===== src/rtl/hazard_ctrl_pkg.sv =====
// rtl/hazard_ctrl_pkg.sv - shared types and constants for the hazard controller
// Contents: FSM state encoding (ST_RUN, ST_FLUSH), register address width, x0 address.
package hazard_ctrl_pkg;

    typedef enum logic {
        ST_RUN   = 1'b0,
        ST_FLUSH = 1'b1
    } state_t;

    localparam int REG_ADDR_W = 5;
    localparam logic [REG_ADDR_W-1:0] ZERO_REG = '0;

endpackage


===== src/rtl/hz_scoreboard.sv =====
// rtl/hz_scoreboard.sv - per-register pending-writer scoreboard, two read ports
// Ports:
//   clk, rst             core clock, synchronous active-high reset
//   set_en, set_addr     mark a register as awaiting a long-latency writeback
//   clr_en, clr_addr     writeback completed for a register
//   rd_addr_a/b          read port addresses (ID rs1 / rs2)
//   rd_busy_a/b          register has a pending writer
module hz_scoreboard
    import hazard_ctrl_pkg::*;
#(
    parameter int NREG = 32
) (
    input  logic                  clk,
    input  logic                  rst,
    input  logic                  set_en,
    input  logic [REG_ADDR_W-1:0] set_addr,
    input  logic                  clr_en,
    input  logic [REG_ADDR_W-1:0] clr_addr,
    input  logic [REG_ADDR_W-1:0] rd_addr_a,
    input  logic [REG_ADDR_W-1:0] rd_addr_b,
    output logic                  rd_busy_a,
    output logic                  rd_busy_b
);

    logic [NREG-1:0] sb_q;
    logic [NREG-1:0] sb_d;

    // Clear is applied first so a same-cycle set of the same register wins.
    // x0 is never set, so reads of x0 never report busy.
    always_comb begin
        sb_d = sb_q;
        if (clr_en && (clr_addr != ZERO_REG)) begin
            sb_d[clr_addr] = 1'b0;
        end
        if (set_en && (set_addr != ZERO_REG)) begin
            sb_d[set_addr] = 1'b1;
        end
    end

    always_ff @(posedge clk) begin
        if (rst) begin
            sb_q <= '0;
        end else begin
            sb_q <= sb_d;
        end
    end

    // Reads see the registered vector: a clear only becomes visible after the edge.
    assign rd_busy_a = sb_q[rd_addr_a];
    assign rd_busy_b = sb_q[rd_addr_b];

endmodule


===== src/rtl/hazard_ctrl.sv =====
// rtl/hazard_ctrl.sv - IF/ID/EX pipeline hold, flush and redirect sequencing
// Ports:
//   clk, rst                 core clock, synchronous active-high reset
//   id_*                     decode-stage instruction operands and write intent
//   ex_busy_i                EX multi-cycle op still running
//   ex_jump_en_i/addr_i      EX resolved a taken jump/branch and its target
//   wb_clr_i/addr_i          long-latency result written back
//   hold_*_o, flush_*_o      freeze / bubble controls for PC, if_id, id_ex
//   jump_en_o, jump_addr_o   PC redirect
//   id_fire_o                ID instruction advances into EX
//   stall_cnt_o, flush_cnt_o performance counters, present only with HAZARD_PERF_EN
module hazard_ctrl
    import hazard_ctrl_pkg::*;
#(
    parameter int NREG         = 32,
    parameter int FLUSH_CYCLES = 2
) (
    input  logic                  clk,
    input  logic                  rst,
    input  logic                  id_valid_i,
    input  logic [REG_ADDR_W-1:0] id_rs1_addr_i,
    input  logic [REG_ADDR_W-1:0] id_rs2_addr_i,
    input  logic                  id_rs1_ren_i,
    input  logic                  id_rs2_ren_i,
    input  logic [REG_ADDR_W-1:0] id_rd_addr_i,
    input  logic                  id_reg_wen_i,
    input  logic                  id_long_i,
    input  logic                  ex_busy_i,
    input  logic                  ex_jump_en_i,
    input  logic [31:0]           ex_jump_addr_i,
    input  logic                  wb_clr_i,
    input  logic [REG_ADDR_W-1:0] wb_clr_addr_i,
    output logic                  hold_pc_o,
    output logic                  hold_if_id_o,
    output logic                  hold_id_ex_o,
    output logic                  flush_if_id_o,
    output logic                  flush_id_ex_o,
    output logic                  jump_en_o,
    output logic [31:0]           jump_addr_o,
`ifdef HAZARD_PERF_EN
    output logic [31:0]           stall_cnt_o,
    output logic [31:0]           flush_cnt_o,
`endif
    output logic                  id_fire_o
);

    // The jump cycle itself is the first flush cycle, so FLUSH holds for FLUSH_CYCLES-1 more.
    localparam logic [2:0] FLUSH_INIT = 3'(FLUSH_CYCLES - 1);

    state_t     state_q, state_d;
    logic [2:0] cnt_q, cnt_d;
    logic       rs1_busy, rs2_busy, hazard, sb_set;

    assign sb_set = id_fire_o & id_reg_wen_i & id_long_i;
    assign hazard = id_valid_i & ((id_rs1_ren_i & rs1_busy) | (id_rs2_ren_i & rs2_busy));

    hz_scoreboard #(.NREG(NREG)) u_scoreboard (
        .clk       (clk),
        .rst       (rst),
        .set_en    (sb_set),
        .set_addr  (id_rd_addr_i),
        .clr_en    (wb_clr_i),
        .clr_addr  (wb_clr_addr_i),
        .rd_addr_a (id_rs1_addr_i),
        .rd_addr_b (id_rs2_addr_i),
        .rd_busy_a (rs1_busy),
        .rd_busy_b (rs2_busy)
    );

    always_ff @(posedge clk) begin
        if (rst) begin
            state_q <= ST_RUN;
            cnt_q   <= '0;
        end else begin
            state_q <= state_d;
            cnt_q   <= cnt_d;
        end
    end

    // Priority: jump > FLUSH > ex_busy > scoreboard hazard > normal issue.
    always_comb begin
        state_d       = state_q;
        cnt_d         = cnt_q;
        hold_pc_o     = 1'b0;
        hold_if_id_o  = 1'b0;
        hold_id_ex_o  = 1'b0;
        flush_if_id_o = 1'b0;
        flush_id_ex_o = 1'b0;
        jump_en_o     = 1'b0;
        jump_addr_o   = '0;
        id_fire_o     = 1'b0;
        if (rst) begin
            // all outputs stay low while in reset
        end else if (ex_jump_en_i) begin
            jump_en_o     = 1'b1;
            jump_addr_o   = ex_jump_addr_i;
            flush_if_id_o = 1'b1;
            flush_id_ex_o = 1'b1;
            state_d       = (FLUSH_CYCLES > 1) ? ST_FLUSH : ST_RUN;
            cnt_d         = FLUSH_INIT;
        end else if (state_q == ST_FLUSH) begin
            flush_if_id_o = 1'b1;
            flush_id_ex_o = 1'b1;
            if (cnt_q <= 3'd1) begin
                state_d = ST_RUN;
                cnt_d   = '0;
            end else begin
                cnt_d = cnt_q - 3'd1;
            end
        end else if (ex_busy_i) begin
            hold_pc_o    = 1'b1;
            hold_if_id_o = 1'b1;
            hold_id_ex_o = 1'b1;
        end else if (hazard) begin
            // Keep the consumer in ID and feed a bubble into EX.
            hold_pc_o     = 1'b1;
            hold_if_id_o  = 1'b1;
            flush_id_ex_o = 1'b1;
        end else begin
            id_fire_o = id_valid_i;
        end
    end

`ifdef HAZARD_PERF_EN
    always_ff @(posedge clk) begin
        if (rst) begin
            stall_cnt_o <= '0;
            flush_cnt_o <= '0;
        end else begin
            if (hold_pc_o) begin
                stall_cnt_o <= stall_cnt_o + 32'd1;
            end
            if (ex_jump_en_i) begin
                flush_cnt_o <= flush_cnt_o + 32'd1;
            end
        end
    end
`endif

endmodule


===== config.mk =====
export PLATFORM = sky130hd
export DESIGN_NAME = hazard_ctrl
export DESIGN_NICKNAME = d
export VERILOG_FILES = /design/src/rtl/hazard_ctrl_pkg.sv /design/src/rtl/hz_scoreboard.sv /design/src/rtl/hazard_ctrl.sv
export SDC_FILE = /design/constraint.sdc
export NUM_CORES = 1
export LEC_CHECK = 0
export ABC_AREA = 1
export CORE_ASPECT_RATIO = 1.75
export CORE_MARGIN = 1.5
export CORE_UTILIZATION = 48
export CTS_CLUSTER_SIZE = 16
export DETAILED_ROUTE_END_ITERATION = 6
export GPL_ROUTABILITY_DRIVEN = 0
export PLACE_DENSITY = 0.84
export SYNTH_ARGS = -nofsm -noshare
export SYNTH_HDL_FRONTEND = slang
export SYNTH_HIERARCHICAL = 1
export SYNTH_SLANG_ARGS = --single-unit

===== constraint.sdc =====
create_clock -name clk -period 2.7 [get_ports clk]
set_input_delay 0.405 -clock clk [delete_from_list [all_inputs] [get_ports clk]]
set_output_delay 0.405 -clock clk [all_outputs]
set_load 0.03 [all_outputs]

# Yosys cells after proc, flatten, opt, wreduce, memory -nomap -nowiden
# Index checks and enable logic that the tools add are counted.
classes:
  bitwise_logic: 9
  n_reduce_logical: 8
  mux: 41
  n_addsub: 1
  magnitude_cmp: 7
op_table:
  columns: ["operator", "count"]
  rows:
  - ["2-to-1 mux 32 bit", 4]
  - ["bitwise AND 32 bit", 1]
  - ["2-to-1 mux 1 bit", 32]
  - ["inverter 32 bit", 1]
  - ["OR 32 bit", 1]
  - ["< comparator 5 x 6 -> 1 bit (second input constant)", 4]
  - ["binary-select mux 1 bit (select 5 bit)", 2]
  - ["demux 1 bit (select 5 bit)", 2]
  - ["greater-or-equal comparator 5 x 1 -> 1 bit (second input constant)", 2]
  - ["nonzero test 5 bit", 2]
  - ["bitwise AND 1 bit", 5]
  - ["logical AND 1 bit", 4]
  - ["<= comparator 3 x 1 -> 1 bit (second input constant)", 1]
  - ["2-to-1 mux 3 bit", 1]
  - ["subtractor 3 x 1 -> 3 bit (second input constant)", 1]
  - ["nonzero test 2 bit", 1]
  - ["OR reduction 2 bit", 1]
  - ["OR 1 bit", 1]
word_totals:
  wordCells: 70
  ff_bits: 36
  output_inout_bits: 39

# Depth between registers and ports, before layout
logic_depth:
  depth_word: 14
  ltp_mapped: 20
  ltp_nobuf: 18

# Cells and area by module
# Netlist, hierarchy kept.
by_module_without_submodules:
  columns: ["mod", "cells_per_inst", "instances", "area_each_um2"]
  rows:
  - ["hz_scoreboard", 342, 1, 2048.2]
  - ["hazard_ctrl", 127, 1, 646.9]

# Worst setup path before layout
# OpenSTA, ideal clock, no wires.
synth_path:
  path_type: "input-to-output"
  from: "input port id_rs2_addr_i[0]"
  to: "output port hold_pc_o"
  setup_slack_ps: 223
  stages: 16
  t_arrival_ps: 2072
  required_ps: 2295
  path_cell_list: "buf_6 inv_6 buf_6 nand2_1 nand3_1 nand3_1 nand2_1 nand2_1 nand2_1 nand2_1 nand2_1 nand2_1 nand2_1 nand2_1 a21oi_1 buf_4"
synth_via:
  elab_chain_cells: 10
synth_lines:
  columns: ["item", "line", "source"]
  rows:
  - ["start: declaration", "hazard_ctrl.sv:22", "input logic [REG_ADDR_W-1:0] id_rs2_addr_i,"]
  - ["binary-select mux 1 bit (select 5 bit)", "hz_scoreboard.sv:50", "assign rd_busy_b = sb_q[rd_addr_b];"]
  - ["2-to-1 mux 1 bit (not written as such)", "hz_scoreboard.sv:50", null]
  - ["net rs2_busy", "hazard_ctrl.sv:52", "logic rs1_busy, rs2_busy, hazard, sb_set;"]
  - ["bitwise AND 1 bit", "hazard_ctrl.sv:55", "assign hazard = id_valid_i & ((id_rs1_ren_i & rs1_busy) | (id_rs2_ren_i & rs2_busy));"]
  - ["OR 1 bit", "hazard_ctrl.sv:55", null]
  - ["bitwise AND 1 bit", "hazard_ctrl.sv:55", null]
  - ["2-to-1 mux 1 bit (5 in a row)", null, null]
  - ["end: declaration", "hazard_ctrl.sv:33", "output logic hold_pc_o,"]
# The timed path passes the listed nets, and every way through them passes these cells. The select of a mux whose other input is x is not followed.

# Worst setup path after layout
layout_path:
  from: "input port id_rs2_addr_i[0]"
  to: "output port id_fire_o"
layout_via:
  elab_chain_cells: 10
layout_lines:
  columns: ["item", "line", "source"]
  rows:
  - ["binary-select mux 1 bit (select 5 bit)", "hz_scoreboard.sv:50", null]
  - ["2-to-1 mux 1 bit (not written as such)", "hz_scoreboard.sv:50", null]
  - ["net rs2_busy", "hazard_ctrl.sv:52", null]
  - ["bitwise AND 1 bit", "hazard_ctrl.sv:55", null]
  - ["OR 1 bit", "hazard_ctrl.sv:55", null]
  - ["bitwise AND 1 bit", "hazard_ctrl.sv:55", null]
  - ["2-to-1 mux 1 bit", "hazard_ctrl.sv:114", "end else if (hazard) begin"]
  - ["2-to-1 mux 1 bit", "hazard_ctrl.sv:110", "end else if (ex_busy_i) begin"]
  - ["2-to-1 mux 1 bit", "hazard_ctrl.sv:101", "end else if (state_q == ST_FLUSH) begin"]
  - ["2-to-1 mux 1 bit", "hazard_ctrl.sv:94", "end else if (ex_jump_en_i) begin"]
  - ["2-to-1 mux 1 bit", "hazard_ctrl.sv:92", "if (rst) begin"]
  - ["end: declaration", "hazard_ctrl.sv:44", "output logic id_fire_o"]
# The timed path passes the listed nets, and every way through them passes these cells. The select of a mux whose other input is x is not followed.

==> impl_metrics.json <==
{
  "io_buffer_count": 100,
  "path_max_fanout": 8,
  "grt_antenna_before_repair": 0,
  "hold_class": "reg -> reg",
  "skew_ns": 0.00394,
  "fin_cells": 645,
  "initial_core_util_pct": 50.4,
  "routed_wl_mm": 9.09,
  "dpl.cell_count": 636,
  "p_leak_nw": 1.68,
  "final_area_um2": 3850,
  "area_growth_pct": 42.8,
  "routedWlPerCell_um": 14.1,
  "drive_above_1_share_pct": 16.3,
  "fp.coreArea_um2": 5340,
  "critPathKind": "in -> out",
  "worst_pin_slew_ns": 0.567,
  "cp-start-kind": "primary input",
  "rows": 35,
  "die_y_um": 102,
  "syn_area_per_cell_um2": 5.75,
  "path_clk_slew_ns": 0.07,
  "fin_crit_sh_pct": 93.7,
  "netlist_instances": 469,
  "gr-usage-all-layers_pct": 31.1,
  "postRouteAntennaNets": 0,
  "cts_hold_buf": 0,
  "nNetsFinal": 634,
  "yosysSeqAreaShare_pct": 26.7,
  "dr.pass1.iters": 6,
  "ys_types": 23,
  "grt_pass1_vias": 3364,
  "crit_arrival_ns": 2.12,
  "placed_area_um2": 3650,
  "synthTopCellsByArea": "dfxtp_1 27%, nand2_1 25%, nand3_1 11%, nor2_1 6.5%, a21oi_1 5.9%",
  "via_count": 3512,
  "post-cts-setup-buffer-count": 0,
  "cts_buffer_depth": 2,
  "post-route-min-period_ns": 2.53,
  "status": "completed",
  "ys_ff_latch": 36,
  "first_iter_violations": 277,
  "synth.cell_area_um2": 2700,
  "cts_root_buf": "clkbuf_8",
  "cap_violations": 0,
  "cts.sinks": 36,
  "cts_made_buffers": 5,
  "slew_violations": 0,
  "fill_cells": 487,
  "post-dp-hpwl_mm": 7.06,
  "cts_tree": "built",
  "maxSlewHeadroom_pct": 62.2,
  "fin_hold_ws_ns": 0.462,
  "synth-warning-count": 6,
  "post_drt_via_cell_ratio": 5.44,
  "clock_latency_ns": 0.29,
  "synth_top_area_share_pct": 26.7,
  "grt_pass1_wl_mm": 14.7,
  "drc": 0,
  "end_kind": "output pin",
  "htreeDepth": 2,
  "vdd_drop_max_mv": 0.247,
  "syn-num-nets": 533,
  "finalHoldViolCount": 0,
  "grt_start_max_net_pins": 30,
  "die_area_um2": 6090,
  "overflow": 0,
  "power_per_cell_area_nw_per_um2": 366,
  "rsz0062_at_grt": "no",
  "ios": 101,
  "die-width_um": 59.6,
  "finalSetupTns_ns": 0,
  "yosysTopAreaCell": "dfxtp_1",
  "required_ns": 2.30,
  "fmax_mhz": 395,
  "num_antenna_cells": 0,
  "setup_viol": 0
}
## cells in the final DEF, fill, tap and decap left out, types with 2 or more instances in the layout
cell type        count
nand2_1            178
nand3_1             60
clkdlybuf4s50_1     56
buf_4               49
nor2_1              46
dfxtp_1             36
a21oi_1             31
inv_1               23
o21ai_0             21
o21ai_1             11
nand4_1              9
nor2_2               8
inv_2                7
buf_6                6
clkbuf_8             5
nand2_2              3
ha_1                 2
dlymetal6s2s_1       2
dlygate4sd2_1        2
## metal layers
layer	up-vias	wire [um]	share of wire, %	global-route usage (%)
li1	1705	-	-	-
met1	1541	3120	34	30.2
met2	212	4830	53	58.8
met3	54	677	7.5	5.19
met4	0	456	5.0	17.1
met5	-	0	0	0
## layout make-up
| type | instances | area, um^2 | share of cell area, % |
|---|---|---|---|
| Multi-Input combinational cell | 376 | 1690 | 43.9 |
| Timing Repair Buffer | 118 | 1100 | 28.5 |
| Clock buffer | 5 | 68.8 | 1.79 |
| Inverter | 33 | 139 | 3.61 |
| Tap cell | 74 | 92.6 | 2.41 |
| Clock inverter | 3 | 42.5 | 1.11 |
| Sequential cell | 36 | 721 | 18.7 |
## cells in the mapped netlist
| library cell | number |
|---|---|
| clkbuf_1 | 4 |
| buf_4 | 4 |
| nor3_2 | 1 |
| o21ai_1 | 11 |
| nand3_1 | 61 |
| nand2_1 | 180 |
| nor2_8 | 1 |
| dfxtp_1 | 36 |
| buf_2 | 8 |
| nor2_2 | 7 |
| nand2_2 | 1 |
| o21ai_2 | 1 |
| nor2_1 | 47 |
| nand2_4 | 1 |
| inv_2 | 8 |
| or2_0 | 1 |
| o21ai_0 | 21 |
| ha_1 | 2 |
| inv_1 | 23 |
| buf_6 | 8 |
| nand4_1 | 9 |
| inv_6 | 2 |
| a21oi_1 | 32 |
## worst max-delay path, cell delays in order
cell and delay [ns]:
dlygate4sd2_1 0.29, bufbuf_16 0.29, nand2_1 0.06, nand3_1 0.08, nand3_1 0.09, nand2_1 0.05, nand2_1 0.06, nand2_1 0.05
nand2_1 0.06, nand2_1 0.05, nand2_1 0.07, nand2_2 0.09, nor2_2 0.10, nand2_2 0.06, buf_4 0.13, inv_1 0.06
buf_6 0.13
## path summary, 6_finish.rpt
path | startpoint | end | slack, ns | depth (start not counted)
worst min-delay path | u_scoreboard/sb_q[0] | u_scoreboard/sb_q[0] | 0.46 | 2
worst max register to register | u_scoreboard/sb_q[25] | u_scoreboard/sb_q[20] | 0.64 | 17
worst min register to register | u_scoreboard/sb_q[0] | u_scoreboard/sb_q[0] | 0.46 | 2
worst max-delay path | id_rs2_addr_i[0] | id_fire_o | 0.17 | 17
## registers in the layout, indices dropped and copies added, names as in the netlist
register           flops
state_q                1
cnt_q                  3
u_scoreboard/sb_q     32
## cells by family after synthesis
| group | share of synthesized area, % |
|---|---|
| simple gates | 48.7 |
| compound gates | 12.2 |
| buf+inv | 11.5 |
| flops | 26.7 |
| fa+ha+maj | 0.928 |
## repair_timing
| action | 4_1_cts | 5_1_grt |
|---|---|---|
| setup endpoints to repair | 3 | 12 |
| gates cloned | 1 | 0 |
| gates resized for setup | 3 | 15 |
| pin swaps | 0 | 2 |
## per-stage QoR
stage	power, mW	util (%)	setup slack (ns)
final	1.41	72.0	0.170
after global routing	1.46	72.0	0.0398
after CTS	1.40	71.1	0.0503
after detailed placement	0.927	68.3	-0.125
after global placement	0.924	68.3	-0.0416
after floorplan	0.760	-	0.223
## report_power, final
group	total (mW)	internal, mW	leakage [nW]	switching (mW)
clock	0.477	0.273	0.0541	0.204
sequential	0.536	0.533	0.290	0.00243
combinational	0.397	0.172	1.34	0.225
total	1.41	0.978	1.68	0.432
Power figures use the tool's default switching activity.
